===== config.mk =====
export PLATFORM = sky130hd
export DESIGN_NAME = output_store_cdf
export DESIGN_NICKNAME = d
export VERILOG_FILES = /design/src/rtl/output_store_cdf.sv
export SDC_FILE = /design/constraint.sdc
export NUM_CORES = 1
export LEC_CHECK = 0
export CORE_MARGIN = 1.5
export CORE_UTILIZATION = 46
export DETAILED_ROUTE_END_ITERATION = 7
export PLACE_DENSITY = 0.88
export SLEW_MARGIN = 10
export SYNTH_ARGS = -nofsm -noshare
export SYNTH_HDL_FRONTEND = slang
export SYNTH_SLANG_ARGS = --single-unit

===== constraint.sdc =====
create_clock -name clock -period 7.2 [get_ports clock]
set_input_delay 1.44 -clock clock [delete_from_list [all_inputs] [get_ports clock]]
set_output_delay 1.44 -clock clock [all_outputs]
set_load 0.02 [all_outputs]

===== src/rtl/output_store_cdf.sv =====
// output_store_cdf
//   Write side of the output-pipeline CDF path. Takes histogram bin counts in
//   bin order, accumulates a saturating running sum, and writes one CDF entry
//   per bin into the CDF SRAM. The entry is placed in WriteBus[DATA_W-1:0] and
//   the rest of the word is zero, so the fetch stage reads it from the low bits.
//
//   Ports
//     clock      rising-edge clock
//     reset_n    asynchronous, active-low reset
//     StartIn    one-cycle pulse, begins a frame (accepted only when idle)
//     BinValid   BinCount valid this cycle
//     BinCount   histogram count of the next bin
//     BinReady   high while a frame is running; BinValid && BinReady = transfer
//     WriteEn    SRAM write strobe, one cycle after each transfer
//     WriteAddr  SRAM write address (BASE_ADDR + bin index, wraps)
//     WriteBus   SRAM write data {zeros, cdf}
//     Busy       frame in progress
//     DoneOut    one-cycle pulse after the last entry has been written
module output_store_cdf #(
  parameter int NUM_BINS  = 256,
  parameter int DATA_W    = 20,
  parameter int BUS_W     = 128,
  parameter int ADDR_W    = 12,
  parameter int BASE_ADDR = 0
) (
  input  logic              clock,
  input  logic              reset_n,
  input  logic              StartIn,
  input  logic              BinValid,
  input  logic [DATA_W-1:0] BinCount,
  output logic              BinReady,
  output logic              WriteEn,
  output logic [ADDR_W-1:0] WriteAddr,
  output logic [BUS_W-1:0]  WriteBus,
  output logic              Busy,
  output logic              DoneOut
);

  localparam int IDX_W = (NUM_BINS > 1) ? $clog2(NUM_BINS) : 1;
  localparam logic [IDX_W-1:0]  LAST_IDX = IDX_W'(NUM_BINS - 1);
  localparam logic [ADDR_W-1:0] BASE     = ADDR_W'(BASE_ADDR);

  typedef enum logic [1:0] {IDLE, RUN, DONE} state_t;

  state_t            state;
  logic [DATA_W-1:0] sum_p0;
  logic [IDX_W-1:0]  idx_p0;
  logic [DATA_W-1:0] wr_data_p1;
  logic [DATA_W-1:0] sum_next;
  logic              transfer;

  // Add one extra bit wide and clamp on carry-out. A saturated sum stays at
  // all-ones because any further addition also carries out (or adds zero).
  function automatic logic [DATA_W-1:0] sat_add(input logic [DATA_W-1:0] a,
                                                input logic [DATA_W-1:0] b);
    logic [DATA_W:0] s;
    s = {1'b0, a} + {1'b0, b};
    return s[DATA_W] ? {DATA_W{1'b1}} : s[DATA_W-1:0];
  endfunction

  assign BinReady = (state == RUN);
  assign transfer = BinValid && BinReady;
  assign sum_next = sat_add(sum_p0, BinCount);

  // Only the low DATA_W bits are stored; the upper bus bits are constant zero.
  assign WriteBus = BUS_W'(wr_data_p1);

  // p0 -> p1: accumulate and register the SRAM write one cycle after transfer
  always_ff @(posedge clock or negedge reset_n) begin
    if (!reset_n) begin
      state      <= IDLE;
      sum_p0     <= '0;
      idx_p0     <= '0;
      WriteEn    <= 1'b0;
      WriteAddr  <= '0;
      wr_data_p1 <= '0;
      Busy       <= 1'b0;
      DoneOut    <= 1'b0;
    end else begin
      WriteEn <= 1'b0;
      DoneOut <= 1'b0;
      case (state)
        IDLE: begin
          if (StartIn) begin
            sum_p0 <= '0;
            idx_p0 <= '0;
            Busy   <= 1'b1;
            state  <= RUN;
          end
        end
        RUN: begin
          if (transfer) begin
            sum_p0     <= sum_next;
            wr_data_p1 <= sum_next;
            WriteEn    <= 1'b1;
            WriteAddr  <= BASE + ADDR_W'(idx_p0);
            idx_p0     <= idx_p0 + IDX_W'(1);
            if (idx_p0 == LAST_IDX) state <= DONE;
          end
        end
        DONE: begin
          DoneOut <= 1'b1;
          Busy    <= 1'b0;
          state   <= IDLE;
        end
        default: state <= IDLE;
      endcase
    end
  end

endmodule


# Word level (Yosys, flattened, before mapping)
# Index checks and enable logic that the tools add are counted.
dict set report totals {
  mem_bits_ro 0
  latch_bits 0
  n_memories 0
  reg_bits 61
  ram_bits 0
}
dict set report op_classes {
  n_mux 16
  n_reduce_logical 8
  n_eq_ne 6
  shift 0
  magnitude_cmp 0
  bitwise 0
  mul 0
  addsub 2
  div_mod_pow 0
}
# op n
set op_table {}
lappend op_table {{$mux W20} 3}
lappend op_table {{$pmux W20 S2} 1}
lappend op_table {{$add A20 B20 Y21} 1}
lappend op_table {{$mux W8} 2}
lappend op_table {{$pmux W8 S2} 1}
lappend op_table {{$add A8 B1 Y8 const B} 1}
lappend op_table {{$eq A8 B8 Y1 const B} 1}
lappend op_table {{$mux W2} 3}
lappend op_table {{$reduce_and A3 Y1} 2}
lappend op_table {{$mux W1} 4}
lappend op_table {{$ne A2 B1 Y1 const B} 2}
lappend op_table {{$pmux W2 S2} 1}
lappend op_table {{$reduce_and A2 Y1} 2}
lappend op_table {{$reduce_bool A2 Y1} 2}
lappend op_table {{$eq A2 B1 Y1 const B} 1}
lappend op_table {{$eq A2 B2 Y1 const B} 1}
lappend op_table {{$logic_not A2 Y1} 1}
lappend op_table {{$ne A2 B2 Y1 const B} 1}
lappend op_table {{$pmux W1 S2} 1}
lappend op_table {{$logic_and A1 B1 Y1} 1}

# Longest topological paths before layout
# Gate-level depths: netlist of the first run.
dict set report depth {
  word_depth 4
  mapped_depth 10
  depth_no_buf 9
}

# Worst setup path after synthesis of the first run
# No wires, ideal clock.
dict set report synth_timing {
  kind {input to register}
  startpoint {input BinCount[0]}
  endpoint {register sum_p0[5]}
  stages 10
  setup_time_ns 0.121
  n_path_buf 1
  t_arrival_ns 3.459
  setup_slack_ns 3.620
  path_cell_list {ha_1 fa_1 a21o_1 a311o_1 a22oi_4 nor3_4 o21a_4 buf_6 o21ai_2 nand2_1}
}
dict set report synth_via {
  elab_chain_cells 4
}
# element line_no
set synth_rtl {}
lappend synth_rtl {{start: declaration} 30} ;# input logic [DATA_W-1:0] BinCount,
lappend synth_rtl {{$add A20 B20 Y21} 57} ;# s = {1'b0, a} + {1'b0, b};
lappend synth_rtl {{$mux W20} 58} ;# return s[DATA_W] ? {DATA_W{1'b1}} : s[DATA_W-1:0];
lappend synth_rtl {{$mux W20} 92} ;# if (transfer) begin
lappend synth_rtl {{$pmux W20 S2} 82} ;# case (state)
lappend synth_rtl {{end signal: assignment} 93} ;# sum_p0 <= sum_next;
lappend synth_rtl {{end: declaration} 46} ;# logic [DATA_W-1:0] sum_p0;
# No other way between the ends. The select of a mux whose other input is x is not followed.
# A chain may end at the register's enable or synchronous reset.

# Worst setup path in the final report of the first run
dict set report layout_timing {
  startpoint {input BinCount[0]}
  endpoint {register wr_data_p1[17]}
}
dict set report layout_via {
  elab_chain_cells 2
}
# element line_no
set layout_rtl {}
lappend layout_rtl {{$add A20 B20 Y21} 57}
lappend layout_rtl {{$mux W20} 58}
lappend layout_rtl {{end signal: assignment} 94} ;# wr_data_p1 <= sum_next;
lappend layout_rtl {{end: declaration} 48} ;# logic [DATA_W-1:0] wr_data_p1;
# No other way between the ends.

==> report_table.html, run 1 <==
<table>
<tr><th>Metric</th><th>Value</th></tr>
<tr><th colspan="2">Worst setup path</th></tr>
<tr><td>Worst path max stage delay</td><td>420 ps</td></tr>
<tr><td>Largest delay share family, worst path</td><td>compound AO/OA/AOI/OAI gates</td></tr>
<tr><td>Maximum net fanout on the critical path</td><td>8</td></tr>
<tr><td>Slowest cell on the critical path</td><td>fa_1</td></tr>
<tr><td>Cell-by-cell trace of the critical path</td><td>clkdlybuf4s50_1 &gt; ha_1 &gt; fa_1 &gt; a21o_1 &gt; a311o_1 &gt; a22oi_4 &gt; nor3_4 &gt; o21ai_2 &gt; nand2_1 &gt; o22a_1</td></tr>
<tr><td>Critical Path Source Type</td><td>primary input</td></tr>
<tr><td>Worst EP required</td><td>7430 ps</td></tr>
<tr><td>Critical setup path kind</td><td>primary input to flip-flop</td></tr>
<tr><td>Worst setup EP type</td><td>flip-flop</td></tr>
<tr><td>Data arrival at the endpoint of the critical path</td><td>4130 ps</td></tr>
<tr><td>Buffer and inverter count on the worst path</td><td>1</td></tr>
<tr><th colspan="2">Synthesis</th></tr>
<tr><td>Main combinational cell family by area after synthesis</td><td>buffers and inverters</td></tr>
<tr><td>Count of flip-flops with a built-in enable after synthesis</td><td>0</td></tr>
<tr><td>Fraction of synthesized area in multiplexers</td><td>0.00238</td></tr>
<tr><td>Mapped Cells</td><td>479</td></tr>
<tr><td>Warnings, synthesis</td><td>0</td></tr>
<tr><td>Most common flop cell mapped by yosys</td><td>dfrtp_1</td></tr>
<tr><td>Xor-xnor portion of the synthesized cell area</td><td>0.0436</td></tr>
<tr><td>Cell area after synthesis</td><td>4210 µm²</td></tr>
<tr><td>Share of Yosys cell area claimed by the top area cell type</td><td>0.362</td></tr>
<tr><td>Largest cells by area after synthesis</td><td>dfrtp_1 (36%), buf_4 (20%), nand2_1 (8.7%), ha_1 (6.2%), a21oi_1 (2.9%)</td></tr>
<tr><td>Unique cell type count in the Yosys netlist</td><td>47</td></tr>
<tr><td>Share of flip-flops with an asynchronous set or reset</td><td>1.00</td></tr>
<tr><td>Synthesized flop and latch total</td><td>61</td></tr>
<tr><td>Adder-cell share of the synthesized area</td><td>0.0671</td></tr>
<tr><td>Post-synthesis average cell area</td><td>8.80 µm²</td></tr>
<tr><td>Sequential cell area fraction in the yosys report</td><td>0.362</td></tr>
<tr><td>Post-Synth Simple-Gate Area</td><td>0.152</td></tr>
<tr><td>Compound-cell area share of the yosys netlist</td><td>0.155</td></tr>
<tr><td>Post-synth top area cell</td><td>dfrtp_1</td></tr>
<tr><th colspan="2">Layout</th></tr>
<tr><td>Area growth, synth to finish</td><td>10.1%</td></tr>
<tr><td>Layout cell share with drive strength beyond 1</td><td>0.0667</td></tr>
<tr><td>Post-route core utilization</td><td>0.527</td></tr>
<tr><td>Diodes inserted</td><td>0</td></tr>
<tr><td>Design area</td><td>4640 µm²</td></tr>
<tr><td>Fill cells</td><td>812</td></tr>
<tr><td>Post-layout net count</td><td>581</td></tr>
<tr><th colspan="2">STA</th></tr>
<tr><td>Final count of negative-setup-slack endpoints</td><td>0</td></tr>
<tr><td>Slack of the critical path</td><td>3310 ps</td></tr>
<tr><td>Slew @ Worst Pin</td><td>1140 ps</td></tr>
<tr><td>Final worst clock skew</td><td>14.0 ps</td></tr>
<tr><td>Setup repair after global routing missed its margin</td><td>false</td></tr>
<tr><td>Final critical path time including I/O delays and setup</td><td>3890 ps</td></tr>
<tr><td>Slew Viols, Final</td><td>0</td></tr>
<tr><td>Max transition margin</td><td>0.237</td></tr>
<tr><td>F_max</td><td>257 MHz</td></tr>
<tr><td>Total Neg Setup Slack</td><td>0 ps</td></tr>
<tr><td>Final-report hold violation count</td><td>0</td></tr>
<tr><td>Final critical-path share of the clock period</td><td>0.541</td></tr>
<tr><th colspan="2">Floorplanning</th></tr>
<tr><td>Standard cell core area</td><td>8810 µm²</td></tr>
<tr><td>I/O pin total</td><td>168</td></tr>
<tr><td>Initial core utilization</td><td>0.479</td></tr>
<tr><td>Number of rows created at floorplan</td><td>34</td></tr>
<tr><td>Chip Height</td><td>98.7 µm</td></tr>
<tr><td>Width of the die</td><td>98.7 µm</td></tr>
<tr><td>Die Area</td><td>9740 µm²</td></tr>
<tr><th colspan="2">Routing</th></tr>
<tr><td>First DRT Iteration DRCs</td><td>224</td></tr>
<tr><td>Number of remaining DRC errors</td><td>15</td></tr>
<tr><td>Number of routed nets with antenna violations</td><td>0</td></tr>
<tr><td>Detail-routed via count per cell</td><td>4.88</td></tr>
<tr><td>Avg WL per Cell</td><td>13.0 µm</td></tr>
<tr><td>Pre-Repair DR Iteration Count</td><td>8</td></tr>
<tr><td>Via total after detailed routing</td><td>3161</td></tr>
<tr><td>Total wirelength of the detailed-routed design</td><td>8390 µm</td></tr>
<tr><th colspan="2">Placed design</th></tr>
<tr><td>Half-perimeter wire length of the detailed placement result</td><td>6080 µm</td></tr>
<tr><td>Number of port buffers</td><td>55</td></tr>
<tr><td>Worst setup slack after placement</td><td>2960 ps</td></tr>
<tr><td>DP Area</td><td>4440 µm²</td></tr>
<tr><td>GP Congestion</td><td>0.929</td></tr>
<tr><th colspan="2">Clock tree</th></tr>
<tr><td>Clock buffers created by TritonCTS</td><td>9</td></tr>
<tr><td>CTS Root Buffer Type</td><td>clkbuf_8</td></tr>
<tr><td># clock sinks</td><td>61</td></tr>
<tr><td>Gates resized, CTS repair</td><td>0</td></tr>
<tr><td>Max Buffers Root-to-Sink</td><td>2</td></tr>
<tr><td>Clock tree from TritonCTS</td><td>done</td></tr>
<tr><td>Hold bufs inserted after CTS</td><td>0</td></tr>
<tr><td>Worst-skew pair later-pin latency</td><td>350 ps</td></tr>
<tr><td>Post-CTS setup buffer count</td><td>0</td></tr>
<tr><td>Reg clk slew, reported paths</td><td>80 ps</td></tr>
<tr><td>CTS H-tree depth</td><td>3</td></tr>
<tr><th colspan="2">GRT</th></tr>
<tr><td>Overall Global Routing Usage</td><td>0.176</td></tr>
<tr><td>First-pass GRT wire length</td><td>13700 µm</td></tr>
<tr><td>Total congestion overflow after global routing</td><td>0</td></tr>
<tr><td>Pin count of the biggest net entering global routing</td><td>62</td></tr>
<tr><td>Initial antenna violation count</td><td>0</td></tr>
<tr><td>Number of global-route vias before repair</td><td>2959</td></tr>
<tr><th colspan="2">Pwr</th></tr>
<tr><td>Ratio of total power to cell area</td><td>427 nW/µm²</td></tr>
<tr><td>Post-layout total power</td><td>0.00198 W</td></tr>
<tr><td>Leakage power</td><td>2.35 nW</td></tr>
<tr><td>Peak supply drop</td><td>0.164 mV</td></tr>
<tr><th colspan="2">Run status</th></tr>
<tr><td>Failing checks</td><td>DRC</td></tr>
<tr><td>Result of the run</td><td>finished with violations</td></tr>
<tr><th colspan="2">Min path</th></tr>
<tr><td>Class of the tightest hold or removal check</td><td>flip-flop to flip-flop</td></tr>
<tr><th colspan="2">Run</th></tr>
<tr><td>Max cap viols</td><td>0</td></tr>
</table>
[power by group]
group / switching [W] / leakage, nW / total, W / internal, W
Combinational: 0.000648 / 1.51 / 0.00110 / 0.000452
Sequential: 0.0000902 / 0.735 / 0.000568 / 0.000478
Clock: 0.000150 / 0.104 / 0.000311 / 0.000161
[synth_stat cells (3+ instances only)]
cell type / number
a21oi_1: 24
ha_1: 21
xor2_1: 11
nor3_1: 3
o21ai_2: 11
buf_4: 112
nand4_1: 3
nand3_1: 11
nand2_1: 98
nand2b_1: 3
xnor2_1: 10
o21ai_1: 5
o21a_1: 5
clkbuf_1: 8
nor2b_1: 3
a21o_1: 10
o21ai_0: 15
a2bb2oi_1: 4
o22a_1: 4
nor2_1: 22
and3_1: 3
inv_1: 5
dfrtp_1: 61
[layout by cell type (no fill, tap or decap), types with 11 or more instances in the layout]
cell	netlist	routed
conb_1	1	112
nand2_1	98	98
dfrtp_1	61	61
clkdlybuf4s50_1	0	54
a21oi_1	24	24
nor2_1	22	22
ha_1	21	21
o21ai_0	15	15
xor2_1	11	11
nand3_1	11	11
o21ai_2	11	11
[layer usage]
metal	share of wire	up-vias	track usage	wire length, µm
met3	0.083	19	0.0454	697
met4	0.026	0	0.0835	220
met5	0	-	0	0
met2	0.47	175	0.281	3930
met1	0.42	1471	0.224	3540
li1	-	1496	-	-
[sequential cells by signal, indices dropped and copies added (netlist names)]
register	flops
sum_p0	20
wr_data_p1	20
WriteAddr	8
idx_p0	8
state	2
Busy	1
DoneOut	1
WriteEn	1
[worst paths after layout]
kind,startpoint,endpoint,slack [ps],depth (start not counted)
max in group asynchronous,reset_n,sum_p0[9],5450,2
setup reg to reg,state[1],idx_p0[7],4410,9
hold reg to reg,state[0],DoneOut,470,1
min in group asynchronous,reset_n,sum_p0[16],1250,2
hold / removal,state[0],DoneOut,470,1
setup / recovery,BinCount[0],wr_data_p1[17],3310,10
[area by class of cell]
type / instances / area, µm² / area share
Tap cell: 108 / 135 / 0.0291
Multi-Input combinational cell: 400 / 2190 / 0.472
Sequential cell: 61 / 1530 / 0.329
Timing Repair Buffer: 58 / 568 / 0.122
Clock buffer: 9 / 124 / 0.0267
Inverter: 5 / 18.8 / 0.00405
Clock inverter: 7 / 75.1 / 0.0162
[metrics by stage]
step	hold slack, ps	cells
floorplan	428	590
global placement	447	632
detailed placement	462	632
CTS	477	648
global route	501	648
finish	472	648
[cell families (layout without fill, tap and decap cells)]
| group | Yosys count | after routing |
|---|---|---|
| AO/OA/AOI/OAI | 93 | 93 |
| AND/OR/NAND/NOR | 151 | 151 |
| buffers and inverters | 129 | 79 |
| other | 1 | 112 |
| multiplexers | 1 | 1 |
| adder cells (fa/ha/maj) | 22 | 22 |
| XOR/XNOR | 21 | 21 |
| flip-flops | 61 | 61 |
[worst register-to-register path: stages, from the launching register on]
cell	delay, ps
dfrtp_1	390
and2b_1	300
nand2_1	80
buf_4	260
inv_1	890
nor2_1	180
nor2_1	250
nand3_1	130
xor2_1	150
nor2_1	100
No activity file was read; power rests on OpenSTA's default activity.
==> run 2: changes to the inputs <==
- CORE_UTILIZATION: 46 -> 44
- PLACE_DENSITY: 0.88 -> 0.85
- clock period: 7.2 -> 3.7 ns (I/O delays scaled with it)
==> run 2 against run 1 <==
- the run now ends clean
- flip-flop and latch count unchanged
- critical path depth did not move
- via count is 0.66% higher
- clock power is 98% higher
- final area up 0.86%
- combinational power up 95%
- global-route usage grew 0.38 points
- largest power group unchanged
- die area is 4.4% higher
- cell count grew 3.5%
- critical path type unchanged
- count of clock-buffer cells in the layout is the same
==> report_table.html, run 2 (synthesized netlist as in run 1, its figures left out) <==
<table>
<tr><th>Metric</th><th>Value</th></tr>
<tr><th colspan="2">GRT</th></tr>
<tr><td>Overall Global Routing Usage</td><td>0.180 (was 0.176)</td></tr>
<tr><td>First-pass GRT wire length</td><td>14000 µm (was 13700 µm)</td></tr>
<tr><td>Number of global-route vias before repair</td><td>2908 (was 2959)</td></tr>
<tr><td>Initial antenna violation count</td><td>0 (unchanged)</td></tr>
<tr><td>Pin count of the biggest net entering global routing</td><td>38 (was 62)</td></tr>
<tr><td>Total congestion overflow after global routing</td><td>0 (unchanged)</td></tr>
<tr><th colspan="2">Worst setup path</th></tr>
<tr><td>Critical Path Source Type</td><td>primary input (unchanged)</td></tr>
<tr><td>Worst EP required</td><td>3950 ps (was 7430 ps)</td></tr>
<tr><td>Maximum net fanout on the critical path</td><td>8 (unchanged)</td></tr>
<tr><td>Cell-by-cell trace of the critical path</td><td>clkdlybuf4s50_1 &gt; ha_1 &gt; fa_1 &gt; a21o_1 &gt; a311o_1 &gt; a22oi_4 &gt; nor3_4 &gt; o21ai_2 &gt; nand2_1 &gt; o22a_1 (unchanged)</td></tr>
<tr><td>Slowest cell on the critical path</td><td>clkdlybuf4s50_1 (was fa_1)</td></tr>
<tr><td>Worst setup EP type</td><td>flip-flop (unchanged)</td></tr>
<tr><td>Worst path max stage delay</td><td>410 ps (was 420 ps)</td></tr>
<tr><td>Data arrival at the endpoint of the critical path</td><td>3340 ps (was 4130 ps)</td></tr>
<tr><td>Buffer and inverter count on the worst path</td><td>1 (unchanged)</td></tr>
<tr><td>Critical setup path kind</td><td>primary input to flip-flop (unchanged)</td></tr>
<tr><td>Largest delay share family, worst path</td><td>compound AO/OA/AOI/OAI gates (unchanged)</td></tr>
<tr><th colspan="2">Layout</th></tr>
<tr><td>Most frequent cells in the layout</td><td>conb_1 (112), nand2_1 (98), dfrtp_1 (61) (unchanged)</td></tr>
<tr><td>Post-layout net count</td><td>583 (was 581)</td></tr>
<tr><td>Area growth, synth to finish</td><td>11.0% (was 10.1%)</td></tr>
<tr><td>Top Registers</td><td>sum_p0 x20, wr_data_p1 x20 (unchanged)</td></tr>
<tr><td>Diodes inserted</td><td>0 (unchanged)</td></tr>
<tr><td>Layout cell share with drive strength beyond 1</td><td>0.0701 (was 0.0667)</td></tr>
<tr><td>Design area</td><td>4680 µm² (was 4640 µm²)</td></tr>
<tr><td>Most common library cell in the layout ignoring fill and taps</td><td>conb_1 (unchanged)</td></tr>
<tr><td>Fill cells</td><td>899 (was 812)</td></tr>
<tr><td>Finished Layout Cells</td><td>671 (was 648)</td></tr>
<tr><th colspan="2">Routing</th></tr>
<tr><td>Total wirelength of the detailed-routed design</td><td>8810 µm (was 8390 µm)</td></tr>
<tr><td>Via total after detailed routing</td><td>3182 (was 3161)</td></tr>
<tr><td>Number of remaining DRC errors</td><td>0 (was 15)</td></tr>
<tr><td>Number of routed nets with antenna violations</td><td>0 (unchanged)</td></tr>
<tr><td>Pre-Repair DR Iteration Count</td><td>5 (was 8)</td></tr>
<tr><td>Detail-routed via count per cell</td><td>4.74 (was 4.88)</td></tr>
<tr><td>First DRT Iteration DRCs</td><td>193 (was 224)</td></tr>
<tr><td>Avg WL per Cell</td><td>13.1 µm (was 13.0 µm)</td></tr>
<tr><th colspan="2">Clock tree</th></tr>
<tr><td># clock sinks</td><td>61 (unchanged)</td></tr>
<tr><td>Max Buffers Root-to-Sink</td><td>2 (unchanged)</td></tr>
<tr><td>CTS H-tree depth</td><td>3 (unchanged)</td></tr>
<tr><td>Reg clk slew, reported paths</td><td>70 ps (was 80 ps)</td></tr>
<tr><td>Gates resized, CTS repair</td><td>0 (unchanged)</td></tr>
<tr><td>Clock buffers created by TritonCTS</td><td>9 (unchanged)</td></tr>
<tr><td>Post-CTS setup buffer count</td><td>0 (unchanged)</td></tr>
<tr><td>CTS Root Buffer Type</td><td>clkbuf_8 (unchanged)</td></tr>
<tr><td>Clock tree from TritonCTS</td><td>done (unchanged)</td></tr>
<tr><td>Hold bufs inserted after CTS</td><td>0 (unchanged)</td></tr>
<tr><td>Worst-skew pair later-pin latency</td><td>360 ps (was 350 ps)</td></tr>
<tr><th colspan="2">Placed design</th></tr>
<tr><td>GP Congestion</td><td>0.858 (was 0.929)</td></tr>
<tr><td>Number of port buffers</td><td>55 (unchanged)</td></tr>
<tr><td>Half-perimeter wire length of the detailed placement result</td><td>6490 µm (was 6080 µm)</td></tr>
<tr><td>DP Area</td><td>4480 µm² (was 4440 µm²)</td></tr>
<tr><td>Worst setup slack after placement</td><td>234 ps (was 2960 ps)</td></tr>
<tr><td>Dpl cells</td><td>655 (was 632)</td></tr>
<tr><th colspan="2">STA</th></tr>
<tr><td>Final critical-path share of the clock period</td><td>0.837</td></tr>
<tr><td>Slew @ Worst Pin</td><td>543 ps (was 1140 ps)</td></tr>
<tr><td>Total Neg Setup Slack</td><td>0 ps (unchanged)</td></tr>
<tr><td>Setup repair after global routing missed its margin</td><td>false (unchanged)</td></tr>
<tr><td>Slew Viols, Final</td><td>0 (unchanged)</td></tr>
<tr><td>F_max</td><td>323 MHz</td></tr>
<tr><td>Final count of negative-setup-slack endpoints</td><td>0 (unchanged)</td></tr>
<tr><td>Slack of the critical path</td><td>603 ps (was 3310 ps)</td></tr>
<tr><td>Max transition margin</td><td>0.638 (was 0.237)</td></tr>
<tr><td>Final critical path time including I/O delays and setup</td><td>3100 ps</td></tr>
<tr><td>Final-report hold violation count</td><td>0 (unchanged)</td></tr>
<tr><td>Final worst clock skew</td><td>11.6 ps (was 14.0 ps)</td></tr>
<tr><th colspan="2">Pwr</th></tr>
<tr><td>Peak supply drop</td><td>0.316 mV (was 0.164 mV)</td></tr>
<tr><td>Leakage power</td><td>2.36 nW (was 2.35 nW)</td></tr>
<tr><td>Ratio of total power to cell area</td><td>827 nW/µm² (was 427 nW/µm²)</td></tr>
<tr><td>Post-layout total power</td><td>0.00387 W (was 0.00198 W)</td></tr>
<tr><th colspan="2">Min path</th></tr>
<tr><td>Class of the tightest hold or removal check</td><td>primary input to asynchronous set/reset pin (was flip-flop to flip-flop)</td></tr>
<tr><th colspan="2">Run status</th></tr>
<tr><td>Result of the run</td><td>finished, final reports clean (was finished with violations)</td></tr>
<tr><th colspan="2">Floorplanning</th></tr>
<tr><td>Chip Height</td><td>101 µm (was 98.7 µm)</td></tr>
<tr><td>Number of rows created at floorplan</td><td>35 (was 34)</td></tr>
<tr><td>Initial core utilization</td><td>0.454 (was 0.479)</td></tr>
<tr><td>Die Area</td><td>10200 µm² (was 9740 µm²)</td></tr>
<tr><td>Width of the die</td><td>101 µm (was 98.7 µm)</td></tr>
<tr><td>I/O pin total</td><td>168 (unchanged)</td></tr>
<tr><td>Standard cell core area</td><td>9280 µm² (was 8810 µm²)</td></tr>
<tr><th colspan="2">Run</th></tr>
<tr><td>Max cap viols</td><td>0 (unchanged)</td></tr>
</table>
run 2: final cells by class:
type | instances | area, µm² | share of cell area
multi-input combinational | 400 | 2190 | 0.468
sequential | 61 | 1530 | 0.326
timing repair buffer | 60 | 583 | 0.125
tap | 129 | 161 | 0.0345
clock buffer | 9 | 124 | 0.0265
clock inverter | 7 | 73.8 | 0.0158
inverter | 5 | 18.8 | 0.00401
run 2: per-stage QoR:
step / hold slack (ps) / utilization
global route: 390 / 0.504
detailed placement: 462 / 0.483
floorplan: 428 / -
CTS: 369 / 0.504
global placement: 449 / 0.483
finish: 358 / 0.504
run 2: layer usage:
metal  vias up  share of wire  track usage
met5         -              0            0
met3        21          0.064       0.0576
met2       150           0.48        0.298
met4         0          0.019       0.0596
li1       1506              -            -
met1      1505           0.43        0.222
run 2: power by group:
part           internal (W)  leakage (nW)  switching [W]
Sequential         0.000931         0.735       0.000179
Combinational      0.000881          1.52        0.00126
Clock              0.000313        0.0996       0.000302
Total               0.00212          2.36        0.00175
run 2: path summary, 6_finish.rpt:
| kind | from | endpoint | slack, ps | cells after the start |
|---|---|---|---|---|
| setup / recovery | BinCount[0] | wr_data_p1[19] | 600 | 10 |
| hold / removal | reset_n | wr_data_p1[15] | 360 | 1 |
| setup reg to reg | sum_p0[0] | wr_data_p1[19] | 1010 | 9 |
| hold reg to reg | wr_data_p1[1] | wr_data_p1[1] | 470 | 2 |
| max in group asynchronous | reset_n | sum_p0[8] | 2610 | 2 |
| min in group clock | wr_data_p1[1] | wr_data_p1[1] | 470 | 2 |
